**src/rtl/pipe_ctrl.sv**
```systemverilog
// pipe_ctrl: hazard/sequencing controller for the 5-stage pipeline.
// Mealy hold/flush controls for load-use, jump, divider waits and memory wait-states.
module pipe_ctrl #(
  parameter int DIV_TIMEOUT = 64,
  parameter int CNT_W       = 32
) (
  input  logic             clk,
  input  logic             rst_n,
  input  logic [4:0]       id_reg1_raddr_i,
  input  logic [4:0]       id_reg2_raddr_i,
  input  logic             id_reg1_RE_i,
  input  logic             id_reg2_RE_i,
  input  logic [4:0]       id_ex_reg_reg_waddr_i,
  input  logic             id_ex_reg_mem_re_i,
  input  logic             ex_jump_i,
  input  logic [31:0]      ex_jump_addr_i,
  input  logic             ex_div_start_i,
  input  logic             div_ready_i,
  input  logic             mem_req_i,
  input  logic             mem_ack_i,
  output logic             pc_hold_o,
  output logic             if_id_hold_o,
  output logic             if_id_flush_o,
  output logic             id_ex_hold_o,
  output logic             id_ex_flush_o,
  output logic             ex_mem_hold_o,
  output logic             ex_mem_flush_o,
  output logic             mem_wb_flush_o,
  output logic             pc_jump_o,
  output logic [31:0]      pc_jump_addr_o,
  output logic [CNT_W-1:0] stall_cnt_o,
  output logic             div_timeout_o,
  output logic [1:0]       state_o
);
  typedef enum logic [1:0] {RUN = 2'd0, DIV_WAIT = 2'd1, MEM_WAIT = 2'd2} state_t;
  state_t           r_state, w_next;
  logic [31:0]      r_div_cnt, w_div_cnt;
  logic             r_to, w_to;
  logic [CNT_W-1:0] r_stall_cnt;
  logic             w_pc_hold, w_if_id_hold, w_if_id_flush, w_id_ex_hold, w_id_ex_flush;
  logic             w_ex_mem_hold, w_ex_mem_flush, w_mem_wb_flush, w_jump;
  logic             w_load_use, w_mem_stall;
  assign w_mem_stall = mem_req_i & ~mem_ack_i;
  assign w_load_use  = id_ex_reg_mem_re_i & (id_ex_reg_reg_waddr_i != 5'd0) &
                       ((id_reg1_RE_i & (id_reg1_raddr_i == id_ex_reg_reg_waddr_i)) |
                        (id_reg2_RE_i & (id_reg2_raddr_i == id_ex_reg_reg_waddr_i)));
  always_comb begin
    w_pc_hold      = 1'b0;
    w_if_id_hold   = 1'b0;
    w_if_id_flush  = 1'b0;
    w_id_ex_hold   = 1'b0;
    w_id_ex_flush  = 1'b0;
    w_ex_mem_hold  = 1'b0;
    w_ex_mem_flush = 1'b0;
    w_mem_wb_flush = 1'b0;
    w_jump         = 1'b0;
    w_next         = r_state;
    w_div_cnt      = r_div_cnt;
    w_to           = r_to;
    case (r_state)
      RUN: begin
        if (w_mem_stall) begin
          {w_pc_hold, w_if_id_hold, w_id_ex_hold, w_ex_mem_hold, w_mem_wb_flush} = '1;
          w_next = MEM_WAIT;
        end else if (ex_div_start_i) begin
          {w_pc_hold, w_if_id_hold, w_id_ex_hold, w_ex_mem_flush} = '1;
          w_next    = DIV_WAIT;
          w_div_cnt = 32'd1;
        end else if (ex_jump_i) begin
          {w_jump, w_if_id_flush, w_id_ex_flush} = '1;
        end else if (w_load_use) begin
          {w_pc_hold, w_if_id_hold, w_id_ex_flush} = '1;
        end
      end
      DIV_WAIT: begin
        if (div_ready_i) begin
          w_next    = RUN;
          w_div_cnt = 32'd0;
        end else if (r_div_cnt >= 32'(DIV_TIMEOUT)) begin
          w_next    = RUN;
          w_div_cnt = 32'd0;
          w_to      = 1'b1;
        end else begin
          {w_pc_hold, w_if_id_hold, w_id_ex_hold, w_ex_mem_flush} = '1;
          w_div_cnt = r_div_cnt + 32'd1;
        end
      end
      MEM_WAIT: begin
        if (mem_ack_i) w_next = RUN;
        else {w_pc_hold, w_if_id_hold, w_id_ex_hold, w_ex_mem_hold, w_mem_wb_flush} = '1;
      end
      default: w_next = RUN;
    endcase
  end
  always_ff @(posedge clk or negedge rst_n) begin
    if (!rst_n) begin
      r_state     <= RUN;
      r_div_cnt   <= 32'd0;
      r_to        <= 1'b0;
      r_stall_cnt <= '0;
    end else begin
      r_state   <= w_next;
      r_div_cnt <= w_div_cnt;
      r_to      <= w_to;
      if (w_pc_hold && !(&r_stall_cnt)) r_stall_cnt <= r_stall_cnt + CNT_W'(1);
    end
  end
  // Controls are gated so they read 0 for the whole time reset is held.
  assign pc_hold_o      = rst_n & w_pc_hold;
  assign if_id_hold_o   = rst_n & w_if_id_hold;
  assign if_id_flush_o  = rst_n & w_if_id_flush;
  assign id_ex_hold_o   = rst_n & w_id_ex_hold;
  assign id_ex_flush_o  = rst_n & w_id_ex_flush;
  assign ex_mem_hold_o  = rst_n & w_ex_mem_hold;
  assign ex_mem_flush_o = rst_n & w_ex_mem_flush;
  assign mem_wb_flush_o = rst_n & w_mem_wb_flush;
  assign pc_jump_o      = rst_n & w_jump;
  assign pc_jump_addr_o = (rst_n & w_jump) ? ex_jump_addr_i : 32'd0;
  assign stall_cnt_o    = r_stall_cnt;
  assign div_timeout_o  = r_to;
  assign state_o        = r_state;
endmodule

```
**config.mk**
```make
export PLATFORM = sky130hd
export DESIGN_NAME = pipe_ctrl
export DESIGN_NICKNAME = d
export VERILOG_FILES = /design/src/rtl/pipe_ctrl.sv
export SDC_FILE = /design/constraint.sdc
export NUM_CORES = 1
export LEC_CHECK = 0
export ABC_AREA = 1
export CORE_AREA = 3 3 122 124
export CTS_CLUSTER_SIZE = 28
export DETAILED_ROUTE_END_ITERATION = 8
export DIE_AREA = 0 0 125 127
export SLEW_MARGIN = 20
export SYNTH_ARGS = -nofsm -noshare
export SYNTH_HDL_FRONTEND = slang
export SYNTH_SLANG_ARGS = --single-unit
```
**constraint.sdc**
```tcl
create_clock -name clk -period 4.7 [get_ports clk]
set_input_delay 0.705 -clock clk [delete_from_list [all_inputs] [get_ports clk]]
set_output_delay 0.705 -clock clk [all_outputs]
set_load 0.03 [all_outputs]
```
Yosys cells after proc, flatten, opt, wreduce, memory -nomap -nowiden. Index checks and enable logic that the tools add are counted.

Bits in writable memories: 0. Bits of input ports: 57. Bits in latches: 0. Word-level logic and storage cells: 74. Bits in registers: 67. Output and inout port bits: 76. Memories kept: 0. Bits in read-only memories: 0.

Reductions and logical operators: 9. Equality and inequality tests: 9. $mul: 0. Multiplexer cells: 35. Order comparisons: 1. Shift operators: 0. Div/mod/pow operators: 0. Add/sub/neg operators: 2. Bitwise logic cells: 14.

Operators by type and width (number): 2-to-1 mux 32 bit (5); adder 32 x 1 -> 32 bit (second input constant) (2); case mux 32 bit (2 select lines) (1); >= comparator 32 x 7 -> 1 bit (second input constant) (1); AND reduction 32 bit (1); 2-to-1 mux 1 bit (19); AND 1 bit (11); == test 5 bit (2); 2-to-1 mux 2 bit (5); AND reduction 3 bit (3); != test 2 bit (second input constant) (3); != test 3 bit (second input constant) (2); case mux 1 bit (3 select lines) (2); case mux 2 bit (3 select lines) (1); nonzero test 5 bit (1); case mux 1 bit (2 select lines) (2); == test 2 x 1 -> 1 bit (second input constant) (1); == test 2 bit (second input constant) (1); logical NOT 2 bit (1); NOT 1 bit (2); nonzero test 2 bit (1); logical AND 1 bit (1); logical NOT 1 bit (1); bitwise OR 1 bit (1).

Longest topological paths before layout. Gate-level depths: netlist (run 1).

Depth after elaboration: 10. Depth in mapped cells: 12. Mapped depth without buffers: 11.

Least setup slack after synthesis (run 1). No wires, ideal clock.

Kind: input to output. From: input port mem_req_i. To: output port pc_jump_addr_o[10]. Cell stages on the path: 8. Data required time: 3.995 ns. Arrival time: 2.306 ns. Path slack: 1.689 ns. Buffers on the path: 1. Path through: inv_1 > nor2_1 > nor2_1 > nand3_1 > nor2_1 > inv_1 > buf_1 > nor2_1.

Cells in the longest elaborated chain, start to end: 5.

RTL lines: start: declaration (RTL line 19) `input logic mem_req_i,`; AND 1 bit (RTL line 43) `assign w_mem_stall = mem_req_i & ~mem_ack_i;`; 2-to-1 mux 1 bit (2 in series); AND 1 bit; via if_id_flush_o (RTL line 23) `output logic if_id_flush_o,`; 2-to-1 mux 32 bit (RTL line 118) `assign pc_jump_addr_o = (rst_n & w_jump) ? ex_jump_addr_i : 32'd0;`; end: declaration (RTL line 30) `output logic [31:0] pc_jump_addr_o,`.

The timed path passes the listed nets, and every way through them passes these cells.

Final worst setup path (run 1).
From: input port mem_req_i. To: output port id_ex_flush_o.

Cells in the longest elaborated chain, start to end: 4.

RTL lines: AND 1 bit (RTL line 43); 2-to-1 mux 1 bit (RTL line 62) `if (w_mem_stall) begin`; 2-to-1 mux 1 bit (RTL line 60) `case (r_state)`; AND 1 bit (RTL line 113) `assign id_ex_flush_o = rst_n & w_id_ex_flush;`; end: declaration (RTL line 25) `output logic id_ex_flush_o,`.

Every way passes these cells.

==> results of run 1 <==
## cell usage in the layout (no fill, tap or decap), types with 2 or more instances in the layout
cell type	Yosys	layout
a21oi_1	6	6
a31oi_1	2	2
bufinv_16	0	2
clkbuf_16	0	9
clkdlybuf4s50_1	0	131
dfrtp_1	67	67
ha_1	3	3
inv_1	101	101
nand2_1	181	181
nand2_2	12	12
nand2_4	2	2
nand3_1	43	43
nand3b_1	3	3
nand4_1	4	4
nor2_1	127	127
nor2_4	2	2
nor3_1	11	11
nor3_2	2	2
o21ai_0	4	4
xnor2_1	6	6
xor2_1	16	16
## metal layers
layer | routed length [um] | vias to the layer above
li1 | - | 2119
met1 | 5320 | 1769
met2 | 5570 | 90
met3 | 522 | 13
met4 | 99 | 2
met5 | 13 | -
## sequential cells by signal (all words and copies together) (netlist names)
| signal | flops |
|---|---|
| div_timeout_o | 1 |
| state_o | 2 |
| r_div_cnt | 32 |
| stall_cnt_o | 32 |
## logic make-up (layout without fill, tap and decap cells)
logic type,count (synthesis),in the layout,share of synthesized area
and+or+nand+nor,391,391,0.397
buffers and inverters,120,250,0.120
DFF,67,67,0.402
xor gates and xnor gates,22,22,0.0462
AOI/OAI and AO/OA,18,18,0.0258
adders and majority gates,3,3,0.00900
## how the worst min path moves through the flow
stage | slack [ns] | endpoint | startpoint
after floorplan | 0.41 | div_timeout_o | rst_n
after global placement | 0.47 | div_timeout_o | div_timeout_o
after detailed placement | 0.47 | div_timeout_o | div_timeout_o
after CTS | 0.49 | div_timeout_o | div_timeout_o
after global routing | 0.51 | r_div_cnt[26] | r_div_cnt[26]
final | 0.48 | div_timeout_o | div_timeout_o
## synth_stat cells (all sizes together)
cell	number
nor2	129
a31oi	2
nand3b	3
o21bai	1
nand4	5
o211ai	1
or2	1
ha	3
a21oi	6
buf	18
xnor2	6
dfrtp	67
inv	102
o21ai	4
a31o	1
a22oi	1
o22ai	1
and3	1
xor2	16
o21a	1
nand3	44
nor3	13
nand2	195
## cell type report
class                      count  area, sq um  share of cell area
clock buffer                   9          225              0.0380
clock inverter                 6         90.1              0.0152
inverter                     102          383              0.0647
multi-input combinational    434         2000               0.337
sequential                    67         1680               0.283
tap                          180          225              0.0380
timing repair buffer         133         1320               0.224
## stage by stage
step | power, mW | cells | hold slack (ns)
final | 1.84 | 931 | 0.482
after global routing | 1.94 | 931 | 0.511
after CTS | 1.87 | 931 | 0.486
after detailed placement | 1.14 | 916 | 0.469
after global placement | 1.14 | 916 | 0.468
after floorplan | 0.971 | 621 | 0.409
## where the power goes
part	internal, mW	switching [mW]
clock	0.463	0.258
combinational	0.175	0.298
sequential	0.609	0.0411
total	1.25	0.597
## worst max-delay path, stage by stage
cell	delay (ns)
clkdlybuf4s50_1	0.45
inv_1	0.03
nor2_1	0.15
nor2_1	0.08
nand3_1	0.09
nor2_1	0.07
inv_1	0.65
o21ai_0	0.18
clkdlybuf4s50_1	0.65
==> summary.txt, run 1 <==
Run status: complete, no violations
Setup bufs post-CTS: 0
Vias in the first global route: 3805
Placed wire-length estimate: 8780 um
CTS tree: yes
Fillers: 1446
Tightest Hold Check Type: reg2reg
Largest net degree at the start of global routing: 69
Top cells by area, synth: dfrtp_1 40%, nand2_1 16%, nor2_1 11%, inv_1 9.1%, nand3_1 5.2%
Placed cell area: 5600 sq um
Fin worst setup slack: 0.939 ns
Top cell type's share of synthesized area: 0.402
Syn_nets: 681
Diode count: 0
Post-DRT Antenna Nets: 0
RSZ-0062 raised after global routing: false
GP Congestion: 0.892
Post-Route WL: 11500 um
Port Buffer Count: 132
R2r startpoint: stall_cnt_o[0]
Final Max Slew Viols: 0
Vias: 3993
Clock transition at path regs: 0.06 ns
CP endpoint: id_ex_flush_o
Vias/cell: 4.29
Initial Util: 0.301
Average wire per standard cell: 12.4 um
Io pins: 133
Setup slack, reg-to-reg: 2.21 ns
DRC Markers: 0
Syn. warnings: 0
Chip width: 125 um
Period Utilization, post-route: 0.800
Cts repair resizes: 0
Register area share after synthesis: 0.402
Clock latency on the worst-skew pair: 0.33 ns
Worst Path Arrival: 3.06 ns
Crit path time final: 3.76 ns
Area growth from synthesis to layout: 41.9%
Distinct cell type count of the synthesized netlist: 34
Total congestion overflow: 0
CTS Buf Count: 9
Met3 Usage GRT: 0.0368
Worst Path Max Fanout: 33
Hold path depth: 1
Setup_tns: 0 ns
Drt pass-1 iters: 4
CTS HTree Levels: 3
Setup crit end kind: output pin
Final setup viols: 0
Clk_skew: 0.00798 ns
CTS max path bufs: 2
Layout Utilization: 0.426
Setup WS pre-CTS: 0.889 ns
F_max: 266 MHz
Iteration-0 DRC Markers: 194
Row count: 43
Reg2Reg Depth: 9
Clk sinks: 67
Final hold violations: 0
Worst Tran Pin Value: 0.890 ns
GR Util met2: 0.251
Mapped cell area: 4170 sq um
Max-Cap Viols: 0
Global-route met1 utilization: 0.192
Floorplan core area: 13900 sq um
GRT Overall Usage: 0.147
Chip height: 127 um
Initial antenna violation count: 1
First-pass GRT wire length: 19200 um
PwrDens: 311 nW/um^2
Yosys reg bits: 67
Type of the worst setup path: in2out
Final std cell area, no fill: 5920 sq um
Synth Instances: 621
Worst Setup SP: mem_req_i
CP Launch Type: primary input
Layout cell share with drive strength beyond 1: 0.0533
Peak supply drop: 0.228 mV
Cell taking the most area after synthesis: dfrtp_1
Top Usage Layer GRT: met2
Slew headroom: 0.406
Crit path required time: 3.99 ns
Die area: 15900 sq um
Root Buffer: clkbuf_16
Leakage power: 2.89 nW
R2r endpoint: stall_cnt_o[31]
Mean Syn Cell Area: 6.72 sq um
Post-CTS Hold Buffers: 0
Nets: 807
Power figures use the tool's default switching activity.
==> run 2, diff against run 1 <==
Clock period 4.7 ns to 3.68 ns, I/O delays scaled along.
==> run 2 against run 1 <==
Register-to-register slack worse by 1.1 ns. Total power up 22%. Via count down 0.10%.
==> summary.txt, run 2 (synthesis results as in run 1) <==
Run status: complete, no violations
Met3 wire length: 331 um
Layout Utilization: 0.424
Post-Route WL: 11600 um
Clock transition at path regs: 0.06 ns
Most common cell after layout, fill and taps aside: nand2_1
Slew headroom: 0.378
Drt pass-1 iters: 4
Iteration-0 DRC Markers: 171
Final hold violations: 0
Hold Slack: 0.482 ns
CTS tree: yes
Final setup viols: 0
Switching pwr: 0.784 mW
Vias in the first global route: 3883
Clk sinks: 67
Root Buffer: clkbuf_16
DRT met1 WL: 5550 um
Commonest cells after routing, fill and taps aside: 181 x nand2_1, 131 x clkdlybuf4s50_1, 127 x nor2_1, 101 x inv_1, 67 x dfrtp_1
CTS Buf Count: 9
Period Utilization, post-route: 0.954
Io pins: 133
CTS HTree Levels: 3
Final Max Slew Viols: 0
Row count: 43
Worst Path Arrival: 2.96 ns
Crit path required time: 3.13 ns
Chip height: 127 um
Peak supply drop: 0.297 mV
Clock power frac: 0.357
Overall power: 2.25 mW
Crit path time final: 3.51 ns
Initial Util: 0.301
PwrDens: 382 nW/um^2
F_max: 285 MHz
Die area: 15900 sq um
Placed wire-length estimate: 8770 um
Tightest Hold Check Type: reg2reg
Port Buffer Count: 132
Chip width: 125 um
GRT Overall Usage: 0.149
Worst Tran Pin Value: 0.932 ns
Net Sw Frac: 0.349
Largest net degree at the start of global routing: 68
Type of the worst setup path: in2out
Post-DRT Antenna Nets: 0
Reg2Reg Depth: 9
Clk_skew: 0.00430 ns
DRC Markers: 0
Leakage power: 2.88 nW
Clock latency on the worst-skew pair: 0.33 ns
Hold path depth: 1
CP Launch Type: primary input
Floorplan core area: 13900 sq um
CTS max path bufs: 2
Area growth from synthesis to layout: 41.2%
Nets: 808
Vias: 3989
Setup crit end kind: output pin
Comb pwr share: 0.273
Max-Cap Viols: 0
Layout cell share with drive strength beyond 1: 0.0558
Initial antenna violation count: 0
Worst Path Max Fanout: 33
Average wire per standard cell: 12.4 um
Setup slack, reg-to-reg: 1.12 ns
Sequential share of power: 0.370
Top routing layer in use: met4
RSZ-0062 raised after global routing: true
Total congestion overflow: 0
Vias/cell: 4.28
Pint: 1.46 mW
DR WL met2: 5500 um
First-pass GRT wire length: 19400 um
GP Congestion: 0.905
Diode count: 0
==> run 2: power groups by stage <==
stage               Clock, mW  Combinational, mW  Sequential [mW]
floorplan                   0              0.351            0.889
global placement            0              0.612            0.844
detailed placement          0              0.620            0.843
CTS                     0.828              0.623            0.831
global route            0.859              0.679            0.838
finish                  0.802              0.614            0.832
==> run 2: timing repair <==
action | 4_1_cts | 5_1_grt
setup buffers | 0 | 0
endpoints found under the setup margin | 0 | 9
hold buffers | 0 | 0
resized for setup | 0 | 0
endpoints found under the hold margin | 0 | 0
==> run 2: stage by stage <==
stage	std cells	worst slack (ns)	setup TNS (ns)	cell area, sq um
CTS	933	0.132	0	5890
global route	933	-0.0899	-0.169	5890
finish	933	0.169	0	5890
detailed placement	917	0.138	0	5610
global placement	917	0.174	0	5610
floorplan	621	0.859	0	4170
==> run 2: critical path, cell delays in order <==
cell and delay, ns:
clkdlybuf4s50_1 0.45, inv_1 0.04, nor2_1 0.14, nor2_1 0.08, nand3_1 0.08, nor2_1 0.07, inv_1 0.67, o21ai_0 0.21
clkdlybuf4s50_1 0.66
==> run 2: layout make-up <==
type	instances	area [sq um]
flip-flops and latches	67	1680
repair buffers	134	1330
multi-input cells	434	2000
well taps	180	225
inverters	102	383
clock buffers	9	225
clock inverters	7	52.6
fillers	1471	7990
==> run 2: metal layers <==
| metal | vias to the layer above | track usage |
|---|---|---|
| li1 | 2116 | - |
| met1 | 1784 | 0.196 |
| met5 | - | 0 |
| met2 | 72 | 0.249 |
| met3 | 17 | 0.0276 |
| met4 | 0 | 0.0485 |
==> run 2: worst paths after layout <==
kind	from	to
max	mem_req_i	id_ex_flush_o
min	div_timeout_o	div_timeout_o
max reg2reg	stall_cnt_o[0]	stall_cnt_o[3]
min reg2reg	div_timeout_o	div_timeout_o
max in group asynchronous	rst_n	stall_cnt_o[14]
min in group asynchronous	rst_n	stall_cnt_o[17]
